==> src/rtl/urna_voting_fsm.sv <==
// Ballot-box controller: collects a 4-digit BCD code through Valid strobes and
// commits it on Finish into one of four candidate tallies or the null tally.
// Optional build macro: URNA_SATURATE_EN (tallies saturate instead of wrapping).
module urna_voting_fsm #(
  parameter logic [15:0] CAND1 = 16'h3494,
  parameter logic [15:0] CAND2 = 16'h3485,
  parameter logic [15:0] CAND3 = 16'h3472,
  parameter logic [15:0] CAND4 = 16'h3504,
  parameter int unsigned CNT_W = 8
) (
  input  logic             Clock,
  input  logic             Reset_n,
  input  logic [3:0]       Digit,
  input  logic             Valid,
  input  logic             Finish,
  output logic [CNT_W-1:0] C1,
  output logic [CNT_W-1:0] C2,
  output logic [CNT_W-1:0] C3,
  output logic [CNT_W-1:0] C4,
  output logic [CNT_W-1:0] Nulo,
  output logic             Status
);

  typedef enum logic [2:0] {
    IDLE = 3'd0,
    D1   = 3'd1,
    D2   = 3'd2,
    D3   = 3'd3,
    D4   = 3'd4,
    OVF  = 3'd5
  } state_e;

  // Tally indices: the four candidates first, the null tally last.
  typedef enum logic [2:0] {
    TGT_NONE = 3'd0,
    TGT_C1   = 3'd1,
    TGT_C2   = 3'd2,
    TGT_C3   = 3'd3,
    TGT_C4   = 3'd4,
    TGT_NULO = 3'd5
  } target_e;

  localparam int unsigned N_TALLY = 5;

  state_e           state_q, state_d;
  logic [15:0]      digits_q, digits_d;
  logic             valid_q;
  logic             status_q, status_d;
  logic [CNT_W-1:0] tally_q [N_TALLY];
  logic [CNT_W-1:0] tally_d [N_TALLY];
  logic             accept;
  target_e          target;

  function automatic target_e decode_vote(input state_e st, input logic [15:0] code);
    target_e t;
    case (st)
      IDLE: t = TGT_NONE;
      D4: begin
        if      (code == CAND1) t = TGT_C1;
        else if (code == CAND2) t = TGT_C2;
        else if (code == CAND3) t = TGT_C3;
        else if (code == CAND4) t = TGT_C4;
        else                    t = TGT_NULO;
      end
      default: t = TGT_NULO;
    endcase
    return t;
  endfunction

  function automatic logic [CNT_W-1:0] bump(input logic [CNT_W-1:0] v);
`ifdef URNA_SATURATE_EN
    return (&v) ? v : v + CNT_W'(1);
`else
    return v + CNT_W'(1);
`endif
  endfunction

  // A digit is taken on the falling edge of the strobe as seen by two samples.
  assign accept = valid_q & ~Valid;

  always_comb begin
    // NOTE: every signal driven here gets a default first, so no path can
    // leave it unassigned and infer a latch.
    state_d  = state_q;
    digits_d = digits_q;
    target   = TGT_NONE;

    if (Finish) begin
      target   = decode_vote(state_q, digits_q);
      state_d  = IDLE;
      digits_d = '0;
    end else if (accept) begin
      digits_d = {digits_q[11:0], Digit};
      case (state_q)
        IDLE:    state_d = D1;
        D1:      state_d = D2;
        D2:      state_d = D3;
        D3:      state_d = D4;
        default: state_d = OVF;
      endcase
    end

    status_d = (state_d != IDLE);

    for (int i = 0; i < N_TALLY; i++) begin
      tally_d[i] = tally_q[i];
      if (target == target_e'(3'(i + 1))) tally_d[i] = bump(tally_q[i]);
    end
  end

  always_ff @(posedge Clock) begin
    // NOTE: state registers use non-blocking assignments so every register
    // samples the pre-edge values regardless of statement order.
    if (!Reset_n) begin
      state_q  <= IDLE;
      digits_q <= '0;
      valid_q  <= 1'b0;
      status_q <= 1'b0;
      // NOTE: the tally array is a handful of flops, not a RAM, and the
      // results must read zero after reset, so every entry is cleared.
      for (int i = 0; i < N_TALLY; i++) tally_q[i] <= '0;
    end else begin
      state_q  <= state_d;
      digits_q <= digits_d;
      valid_q  <= Valid;
      status_q <= status_d;
      for (int i = 0; i < N_TALLY; i++) tally_q[i] <= tally_d[i];
    end
  end

  assign C1     = tally_q[0];
  assign C2     = tally_q[1];
  assign C3     = tally_q[2];
  assign C4     = tally_q[3];
  assign Nulo   = tally_q[4];
  assign Status = status_q;

endmodule

==> config.mk <==
export PLATFORM = sky130hd
export DESIGN_NAME = urna_voting_fsm
export DESIGN_NICKNAME = d
export VERILOG_FILES = /design/src/rtl/urna_voting_fsm.sv
export SDC_FILE = /design/constraint.sdc
export NUM_CORES = 1
export LEC_CHECK = 0
export ABC_AREA = 1
export BUFFER_PORTS_ARGS = -buffer_cell sky130_fd_sc_hd__buf_4
export CORE_MARGIN = 2
export CORE_UTILIZATION = 40
export DETAILED_ROUTE_END_ITERATION = 16
export HOLD_SLACK_MARGIN = 0.05
export PLACE_DENSITY_LB_ADDON = 0.15
export REMOVE_ABC_BUFFERS = 1
export SKIP_CTS_REPAIR_TIMING = 1
export SYNTH_ARGS = -nofsm -noshare
export SYNTH_HDL_FRONTEND = slang
export SYNTH_SLANG_ARGS = --single-unit
==> constraint.sdc <==
create_clock -name Clock -period 2.6 [get_ports Clock]
set_input_delay 0.65 -clock Clock [delete_from_list [all_inputs] [get_ports Clock]]
set_output_delay 0.65 -clock Clock [all_outputs]
set_load 0.02 [all_outputs]
=== After elaboration in Yosys (flattened, before gate mapping) ===
Memory sizes are Yosys's and may differ from the RTL's.
Index checks and enable logic that the tools add are counted.

* Bits in latches: 0
* Memories: 1
* Memory bits (writable): 40
* Register bits after elaboration: 21
* Memory bits (read-only): 0
* Bits of input ports: 8

* Add/subtract/negate cells: 5
* Mux-type cells: 21
* Multiply operators: 0
* Div/mod/pow operators: 0
* Equal/unequal tests: 13
* Reductions and logical operators: 3
* Bitwise operators: 8
* Shifts and indexed selects: 0
* Magnitude comparators: 0

{| class="wikitable"
|+ Memories
! memory !! words !! bits a word !! read ports !! clocked after Yosys merged registers in !! wr ports !! line !! source
|-
| tally_q || 5 || 8 || 5 || 0 || 5 || 49 || <nowiki>logic [CNT_W-1:0] tally_q [N_TALLY];</nowiki>
|}

{| class="wikitable"
|+ Operator list
! kind !! count
|-
| $mux 8 || 10
|-
| $eq 16x14->1 const B || 4
|-
| $add 8x1->8 const B || 5
|-
| $mux 3 || 6
|-
| $eq 3x2->1 const B || 4
|-
| $pmux 3 s4 || 1
|-
| $eq 3x3->1 const B || 3
|-
| $eq 3x1->1 const B || 2
|-
| $pmux 3 s2 || 1
|-
| $or 1x1->1 || 5
|-
| $logic_not 3->1 || 1
|-
| $mux 1 || 3
|-
| $reduce_bool 3->1 || 1
|-
| $not 1->1 || 2
|-
| $reduce_or 2->1 || 1
|-
| $and 1x1->1 || 1
|}

=== Logic depth before layout (Yosys ltp) ===
Gate-level depths: netlist of the first run.

* Word-level depth: 10
* Depth in mapped cells: 14
* Depth with buffers taken out: 13

=== Least setup slack after synthesis of the first run ===
OpenSTA, ideal clock, no wires.

* Path type: input to register
* Start point: in Finish
* End point: mem tally_q[4][4] (netlist: tally_q[0][36])
* Cell stages on the path: 7
* Library setup time: 70 ps
* Path slack: 1012 ps
* Required time: 2530 ps
* Data arrival time: 1518 ps
* Cell sequence: inv_1 -> a21oi_2 -> nand2_4 -> nor2_4 -> buf_6 -> nand3_1 -> a21oi_1

{| class="wikitable"
|+ RTL lines
! what !! line !! source
|-
| start, declared || 15 || <nowiki>input logic Finish,</nowiki>
|-
| end, declared || 49 ||
|}

==> impl_table.tex, run 1 <==
\begin{tabular}{lr}
\hline
Metric & Value \\
\hline
\multicolumn{2}{l}{\textbf{Floorplanning}} \\
Die ar. & 8317 sq um \\
Initial core utilization & a little over two fifths \\
Core region area & 7292 sq um \\
Horiz. Die Dim & 91.20 um \\
\# IOs & 49 \\
Num rows & 31 \\
Die boundary height & 91.20 um \\
\multicolumn{2}{l}{\textbf{Global routing}} \\
GRT Residual Overflow & 0 \\
Largest net degree at the start of global routing & 31 \\
Initial antenna violation count & 0 \\
Total track usage & roughly 16\% \\
First-pass GRT wire length & approximately 11 mm \\
Vias in the first global route & 2618 \\
\multicolumn{2}{l}{\textbf{Clock tree}} \\
Worst-path clk slew & 0.07 ns \\
Clock tree from TritonCTS & done \\
Num Clock Sinks & 61 \\
Buffer levels on the longest clock path & 2 \\
Latest clock arrival within the worst-skew pair & 0.34 ns \\
Total clock buffers created by CTS & 9 \\
H-Tree Level Count & 3 \\
Cell at the root of the clock tree & sky130\_fd\_sc\_hd\_\_clkbuf\_8 \\
\multicolumn{2}{l}{\textbf{Finish}} \\
Area taken by multi-input logic gates & 1599 sq um \\
Number of fill cells & 760 \\
Number of antenna repair diodes & 0 \\
Layout net count & 493 \\
Post-layout utilization of the core & 50.51\% \\
Non-filler cells, final & around 580 \\
Share of layout cells above drive strength 1 & 17.53\% \\
Sequential cell area in the final layout & 1221 sq um \\
Synth-to-layout area growth & 21.10\% \\
\multicolumn{2}{l}{\textbf{STA}} \\
Tightest Pin Transition & 0.4853 ns \\
Sum of negative setup slack & 0 ns \\
Max Slew Vio Count & 0 \\
Post-route worst setup slack & 0.6768 ns \\
Post-route worst hold slack & 0.4945 ns \\
Final setup violation count & 0 \\
Post-layout min period & 1.923 ns \\
Worst slew margin & 67.60\% \\
Final Hold Violating Endpoints & 0 \\
Fmax & between 500 and 600 MHz \\
Share of the clock period used by the worst path & 73.97\% \\
Unrepaired setup endpoints after global routing & no \\
Worst clock skew & 0.007940 ns \\
\multicolumn{2}{l}{\textbf{Routing}} \\
Total wire length & 6.624 mm \\
Mean routed wirelength per cell & 11.34 um \\
Post-DRT Antenna Nets & 0 \\
Detailed-route vias per instance & 4.810 \\
DRC marker count from the first detailed-route iteration & 78 \\
Remaining design rule violation count & 0 \\
Pre-Repair DR Iteration Count & 4 \\
Number of vias in the routed layout & approximately 2800 \\
\multicolumn{2}{l}{\textbf{Worst setup path}} \\
Reg2reg setup slack & approximately 0.68 ns \\
Highest fanout seen on the critical path & 11 \\
Worst Setup Path Type & flip-flop to flip-flop \\
Critical path endpoint category & flip-flop \\
Launching element type of the critical path & flip-flop \\
Cell count of the worst reg-to-reg path & 13 \\
Critical register-to-register path startpoint & digits\_q[2]\$\_SDFFE\_PP0P\_ \\
Critical path capture point & tally\_q[0][29]\$\_SDFFE\_PN0N\_ \\
Worst setup path start & digits\_q[2]\$\_SDFFE\_PP0P\_ \\
Arrival time reported for the critical path endpoint & 2.16 ns \\
Data required time at the worst endpoint & approximately 2.8 ns \\
Reg-to-Reg End & tally\_q[0][29]\$\_SDFFE\_PN0N\_ \\
\multicolumn{2}{l}{\textbf{Place}} \\
Sum of net half-perimeters after detailed placement & roughly 4.7 mm \\
Final GP Congestion & 0.8584 \\
Minimum setup slack after placement & 0.5754 ns \\
Placed Cells incl. Taps & approximately 570 \\
IO buf count & 48 \\
\multicolumn{2}{l}{\textbf{Power}} \\
Sequential group share of total power & around 51\% \\
Fraction of power consumed by combinational cells & 3.5\% \\
Switching power & 437.9 uW \\
Pwr per Cell Area & just over 500 nW/um\^{}2 \\
Switch share & 23.44\% \\
Internal Pwr Total & 1.430 mW \\
Portion of total power attributed to the clock network & roughly 46\% \\
Leakage power summed over all cells & 1.541 nW \\
Max IR drop VDD & 0.2299 mV \\
\multicolumn{2}{l}{\textbf{Yosys}} \\
Post-synthesis area per instance & about 7 sq um \\
Dominant register cell in the synthesized netlist & sky130\_fd\_sc\_hd\_\_dfxtp\_1 \\
Synth cell count leaders & 93 x sky130\_fd\_sc\_hd\_\_nand2\_1, 61 x sky130\_fd\_sc\_hd\_\_dfxtp\_1, 53 x sky130\_fd\_sc\_hd\_\_nor2\_1 \\
Share of the yosys chip area belonging to registers & 40.15\% \\
Async set-reset flop share out of synthesis & 0\% \\
Number of unique standard cell types used by synthesis & 30 \\
Library cell occupying the most area in the post-synthesis netlist & sky130\_fd\_sc\_hd\_\_dfxtp\_1 \\
Count of flip-flops with a built-in enable after synthesis & 0 \\
Cells after synthesis & 429 \\
Synthesized area & 3042 sq um \\
Post-synth top area share & 40.15\% \\
Main area contributors after synthesis & sky130\_fd\_sc\_hd\_\_dfxtp\_1 40\%, sky130\_fd\_sc\_hd\_\_nand2\_1 11\%, sky130\_fd\_sc\_hd\_\_a21oi\_1 8.2\% \\
Library cell with the highest instance count after synthesis & sky130\_fd\_sc\_hd\_\_nand2\_1 \\
Number of synthesized register bits & 61 \\
Ys Warns & 0 \\
\multicolumn{2}{l}{\textbf{Min path}} \\
Worst min path class & flip-flop to flip-flop \\
\multicolumn{2}{l}{\textbf{Run status}} \\
Run status & finished, final reports clean \\
\multicolumn{2}{l}{\textbf{Run}} \\
Number of maximum-capacitance violations & 0 \\
\hline
\end{tabular}
==> kinds of logic (layout without fill, tap and decap cells) <==
kind of cell | after synthesis | after routing | share of synthesized area, %
compound gates | 77 | 77 | 13.12
xor+xnor | 24 | 24 | 6.911
fa+ha+maj | 5 | 5 | 2.057
buf+inv | 54 | 110 | 7.281
flops | 61 | 61 | 40.15
simple gates | 208 | 208 | 30.48
==> final cells by class <==
cell class / count / share of cell area (%)
Clock buffer: 10 / 3.736
Inverter: 44 / 4.484
Tap cell: 99 / 3.363
Timing Repair Buffer: 50 / 10.19
Multi-Input combinational cell: 314 / 43.41
Clock inverter: 6 / 1.664
Sequential cell: 61 / 33.15
==> power groups by stage <==
stage	combinational (mW)	clock [mW]	sequential [mW]
6_report	0.0655	0.855	0.947
5_1_grt	0.0754	0.912	0.948
4_1_cts	0.0664	0.880	0.947
3_5_place_dp	0.0664	0	0.969
3_3_place_gp	0.0655	0	0.969
2_1_floorplan	0.0378	0	0.969
==> per-stage QoR <==
| step | cell area [sq um] | total power, mW |
|---|---|---|
| after global placement | 3485 | 1.034 |
| after global routing | 3684 | 1.936 |
| after CTS | 3684 | 1.893 |
| final | 3684 | 1.868 |
| after floorplan | 2985 | 1.006 |
| after detailed placement | 3485 | 1.035 |
==> sequential cells by signal, summed over array words and instances (netlist names) <==
name,count
state_q,3
Status,1
tally_q,40
valid_q,1
digits_q,16
==> cell usage in the layout (no fill, tap or decap), types with 3 or more instances in the layout <==
cell type	netlist	final
sky130_fd_sc_hd__nand2_2	4	4
sky130_fd_sc_hd__xnor2_1	9	9
sky130_fd_sc_hd__o21ai_0	22	22
sky130_fd_sc_hd__ha_1	5	5
sky130_fd_sc_hd__nand3_1	32	32
sky130_fd_sc_hd__inv_1	40	40
sky130_fd_sc_hd__nand2_4	3	3
sky130_fd_sc_hd__nand2_1	93	93
sky130_fd_sc_hd__buf_4	1	50
sky130_fd_sc_hd__xor2_1	15	15
sky130_fd_sc_hd__nor2_4	3	3
sky130_fd_sc_hd__clkinv_2	0	3
sky130_fd_sc_hd__nor2_1	53	53
sky130_fd_sc_hd__clkbuf_8	0	10
sky130_fd_sc_hd__nand4_1	5	5
sky130_fd_sc_hd__dfxtp_1	61	61
sky130_fd_sc_hd__inv_2	4	4
sky130_fd_sc_hd__nor3_1	7	7
sky130_fd_sc_hd__a21oi_1	50	50
==> worst min path at each step <==
stage                                  endpoint                   startpoint  cells past startpoint
floorplan             digits_q[14]$_SDFFE_PP0P_    digits_q[10]$_SDFFE_PP0P_                      2
finish               tally_q[0][7]$_SDFFE_PN0N_   tally_q[0][7]$_SDFFE_PN0N_                      2
CTS                          valid_q$_SDFF_PN0_                        Valid                      3
detailed placement  tally_q[0][28]$_SDFFE_PN0N_  tally_q[0][28]$_SDFFE_PN0N_                      2
global route        tally_q[0][11]$_SDFFE_PN0N_  tally_q[0][11]$_SDFFE_PN0N_                      2
global placement    tally_q[0][23]$_SDFFE_PN0N_  tally_q[0][23]$_SDFFE_PN0N_                      2
==> critical path, cell delays in order (launching register included) <==
cell                      delay [ns]
sky130_fd_sc_hd__dfxtp_1        0.36
sky130_fd_sc_hd__inv_1          0.08
sky130_fd_sc_hd__nor2_1         0.18
sky130_fd_sc_hd__nand2_1        0.07
sky130_fd_sc_hd__nor2_1         0.11
sky130_fd_sc_hd__nand2_1        0.11
sky130_fd_sc_hd__nand2_1        0.10
sky130_fd_sc_hd__nand2_2        0.08
sky130_fd_sc_hd__inv_1          0.06
sky130_fd_sc_hd__nand2_1        0.08
sky130_fd_sc_hd__nor2_2         0.34
sky130_fd_sc_hd__nand3_1        0.13
sky130_fd_sc_hd__nand2_1        0.09
sky130_fd_sc_hd__nor2_1         0.04
==> layer usage <==
layer  vias up  track usage, %  share of wire [%]
met4         0           7.576                1.6
li1       1483               -                  -
met3        11           3.071                3.1
met1      1271           20.11                 48
met2        44           27.65                 47
met5         -               0                  0
No activity file was read; power rests on OpenSTA's default activity.
==> run 2: changes to the inputs <==
==> constraint.sdc (replaced) <==
create_clock -name Clock -period 1.9 [get_ports Clock]
set_input_delay 0.475 -clock Clock [delete_from_list [all_inputs] [get_ports Clock]]
set_output_delay 0.475 -clock Clock [all_outputs]
set_load 0.02 [all_outputs]
==> run 2 against run 1 <==
Net effect:
- combinational power grew 50%
- non-clock buffer count grew 9
- sequential share of layout area shrank 1.4 points
- critical path depth shrank 1
- power grew 49%
- clock power grew 63%
- via count grew 0.32%
- largest cell class unchanged
- largest power group is now clock
- highest routed layer unchanged
==> impl_table.tex, run 2 (synthesized netlist as in run 1, its figures left out) <==
\begin{tabular}{lr}
\hline
Metric & Value \\
\hline
\multicolumn{2}{l}{\textbf{Worst setup path}} \\
Slowest stage cell on the critical path & sky130\_fd\_sc\_hd\_\_dfxtp\_1 (unchanged) \\
Cell Chain, Critical Path & inv\_1, nor2\_1, nand2\_1, nor2\_1, nand2\_1, nand3\_2, nand2\_4, nand2\_4, nor2\_4, buf\_6, a21oi\_1, nor2\_1 (was inv\_1, nor2\_1, nand2\_1, nor2\_1, nand2\_1, nand2\_1, nand2\_2, inv\_1, nand2\_1, nor2\_2, nand3\_1, nand2\_1, nor2\_1) \\
Critical path endpoint category & flip-flop (unchanged) \\
Worst stage delay on the critical path & 0.44 ns (was 0.36 ns) \\
Worst path most repeated cell & sky130\_fd\_sc\_hd\_\_nor2\_1 (was sky130\_fd\_sc\_hd\_\_nand2\_1) \\
Highest fanout seen on the critical path & 15 (was 11) \\
Launching element type of the critical path & flip-flop (unchanged) \\
Worst Setup Path Type & flip-flop to flip-flop (unchanged) \\
Arrival time reported for the critical path endpoint & 1.99 ns (was 2.16 ns) \\
Data required time at the worst endpoint & 2.13 ns (was 2.84 ns) \\
\multicolumn{2}{l}{\textbf{Floorplanning}} \\
Die ar. & 8317 sq um (unchanged) \\
Die boundary height & 91.20 um (unchanged) \\
Horiz. Die Dim & 91.20 um (unchanged) \\
\# IOs & 49 (unchanged) \\
Core region area & 7292 sq um (unchanged) \\
Initial core utilization & 41.71\% (unchanged) \\
Num rows & 31 (unchanged) \\
\multicolumn{2}{l}{\textbf{Routing}} \\
Mean routed wirelength per cell & 11.35 um (was 11.34 um) \\
Post-DRT Antenna Nets & 0 (unchanged) \\
DRC marker count from the first detailed-route iteration & 108 (was 78) \\
Number of vias in the routed layout & 2818 (was 2809) \\
Remaining design rule violation count & 0 (unchanged) \\
Detailed-route vias per instance & 4.744 (was 4.810) \\
Total wire length & 6.739 mm (was 6.624 mm) \\
Pre-Repair DR Iteration Count & 5 (was 4) \\
\multicolumn{2}{l}{\textbf{Clock tree}} \\
Buffer levels on the longest clock path & 2 (unchanged) \\
H-Tree Level Count & 3 (unchanged) \\
Clock tree from TritonCTS & done (unchanged) \\
Worst-path clk slew & 0.07 ns (about the same) \\
Total clock buffers created by CTS & 9 (unchanged) \\
Latest clock arrival within the worst-skew pair & 0.33 ns (was 0.34 ns) \\
Cell at the root of the clock tree & sky130\_fd\_sc\_hd\_\_clkbuf\_8 (unchanged) \\
Num Clock Sinks & 61 (unchanged) \\
\multicolumn{2}{l}{\textbf{Power}} \\
Max IR drop VDD & 0.5097 mV (was 0.2299 mV) \\
Pwr per Cell Area & 721.9 nW/um\^{}2 (was 507.1 nW/um\^{}2) \\
Leakage power summed over all cells & 1.622 nW (was 1.541 nW) \\
\multicolumn{2}{l}{\textbf{Global routing}} \\
Largest net degree at the start of global routing & 31 (unchanged) \\
First-pass GRT wire length & 10.92 mm (was 11.34 mm) \\
Total track usage & 15.96\% (was 16.37\%) \\
Initial antenna violation count & 0 (unchanged) \\
Vias in the first global route & 2447 (was 2618) \\
GRT Residual Overflow & 0 (unchanged) \\
\multicolumn{2}{l}{\textbf{Finish}} \\
Final design instance area without fill & 3860 sq um (was 3684 sq um) \\
Flip-flop count of the largest register after layout & 40 (unchanged) \\
Share of layout cells above drive strength 1 & 22.02\% (was 17.53\%) \\
Most used cells in the layout excluding fill and tap cells & 92 x sky130\_fd\_sc\_hd\_\_nand2\_1, 57 x sky130\_fd\_sc\_hd\_\_buf\_4, 56 x sky130\_fd\_sc\_hd\_\_dfxtp\_1 (was 93 x sky130\_fd\_sc\_hd\_\_nand2\_1, 61 x sky130\_fd\_sc\_hd\_\_dfxtp\_1, 53 x sky130\_fd\_sc\_hd\_\_nor2\_1) \\
Registers with the highest flip-flop counts & tally\_q (40), digits\_q (16), state\_q (3) (unchanged) \\
Number of antenna repair diodes & 0 (unchanged) \\
Synth-to-layout area growth & 26.90\% (was 21.10\%) \\
Post-layout utilization of the core & 52.93\% (was 50.51\%) \\
Layout net count & 503 (was 493) \\
Most flop-heavy register & tally\_q (unchanged) \\
Most common cell after layout, fill and taps aside & sky130\_fd\_sc\_hd\_\_nand2\_1 (unchanged) \\
Number of fill cells & 751 (was 760) \\
\multicolumn{2}{l}{\textbf{STA}} \\
Post-route worst hold slack & 0.3405 ns (was 0.4945 ns) \\
Fmax & 566.9 MHz (was 520.0 MHz) \\
Max Slew Vio Count & 0 (unchanged) \\
Post-layout min period & 1.764 ns (was 1.923 ns) \\
Final Hold Violating Endpoints & 0 (unchanged) \\
Final setup violation count & 0 (unchanged) \\
Worst slew margin & 80.14\% (was 67.60\%) \\
Share of the clock period used by the worst path & 92.85\% (was 73.97\%) \\
Sum of negative setup slack & 0 ns (unchanged) \\
Tightest Pin Transition & 0.2956 ns (was 0.4853 ns) \\
Worst clock skew & 0.01068 ns (was 0.007940 ns) \\
Post-route worst setup slack & 0.1359 ns (was 0.6768 ns) \\
\multicolumn{2}{l}{\textbf{Run status}} \\
Run status & finished, final reports clean (unchanged) \\
\multicolumn{2}{l}{\textbf{Place}} \\
Minimum setup slack after placement & -0.02129 ns (was 0.5754 ns) \\
Sum of net half-perimeters after detailed placement & 4.641 mm (was 4.677 mm) \\
IO buf count & 48 (unchanged) \\
Post-DP Area & 3512 sq um (was 3485 sq um) \\
Final GP Congestion & 0.8625 (was 0.8584) \\
\multicolumn{2}{l}{\textbf{Min path}} \\
Worst min path class & primary input to flip-flop (was flip-flop to flip-flop) \\
\multicolumn{2}{l}{\textbf{Run}} \\
Number of maximum-capacitance violations & 0 (unchanged) \\
\hline
\end{tabular}
## run 2: cell count changes in the layout (fill, tap and decap cells not counted), moves of 2 or more
cell	change
sky130_fd_sc_hd__buf_4	+7
sky130_fd_sc_hd__clkbuf_8	+3
sky130_fd_sc_hd__clkinv_2	-2
sky130_fd_sc_hd__dfxtp_1	-5
sky130_fd_sc_hd__dfxtp_2	+5
sky130_fd_sc_hd__inv_1	-3
sky130_fd_sc_hd__inv_2	+3
sky130_fd_sc_hd__nor2_1	-5
sky130_fd_sc_hd__nor2_2	+2
sky130_fd_sc_hd__nor2_4	+4
## run 2: final cells by class
type,count,area [sq um],area share [%]
clock buffer,13,178.9,4.635
clock inverter,3,65.06,1.686
inverter,44,165.2,4.279
multi-input combinational,315,1640,42.50
sequential,61,1227,31.80
tap,99,123.9,3.209
timing repair buffer,59,459.2,11.90
## run 2: final timing paths
path / from / to / slack [ns] / depth (start not counted)
worst min register to register: digits_q[10]$_SDFFE_PP0P_ / digits_q[14]$_SDFFE_PP0P_ / 0.49 / 2
worst max register to register: digits_q[4]$_SDFFE_PP0P_ / tally_q[0][26]$_SDFFE_PN0N_ / 0.14 / 12
worst max-delay path: digits_q[4]$_SDFFE_PP0P_ / tally_q[0][26]$_SDFFE_PN0N_ / 0.14 / 12
worst min-delay path: Valid / valid_q$_SDFF_PN0_ / 0.34 / 3
## run 2: critical path, delay by kind of cell, from the launching register on
family,cells,cell delay [ns]
AND/OR/NAND/NOR,9,0.88
buffers and inverters,2,0.23
flip-flops,1,0.44
AO/OA/AOI/OAI,1,0.11
## run 2: where the power goes
group	internal (mW)	total, mW	switching, mW
logic	0.0359	0.0981	0.0622
clock network	0.881	1.39	0.509
registers	1.29	1.30	0.00914
total	2.21	2.79	0.581
## run 2: stage by stage
step	std cells	total power, mW
finish	594	2.786
global route	594	2.887
CTS	586	2.817
detailed placement	570	1.419
global placement	570	1.419
floorplan	419	1.377
## run 2: per-layer routing
metal,up-vias,part of all wire [%],track usage [%]
li1,1511,-,-
met5,-,0,0
met2,38,48,25.93
met1,1265,48,19.79
met4,0,0.85,6.187
met3,4,2.9,4.896
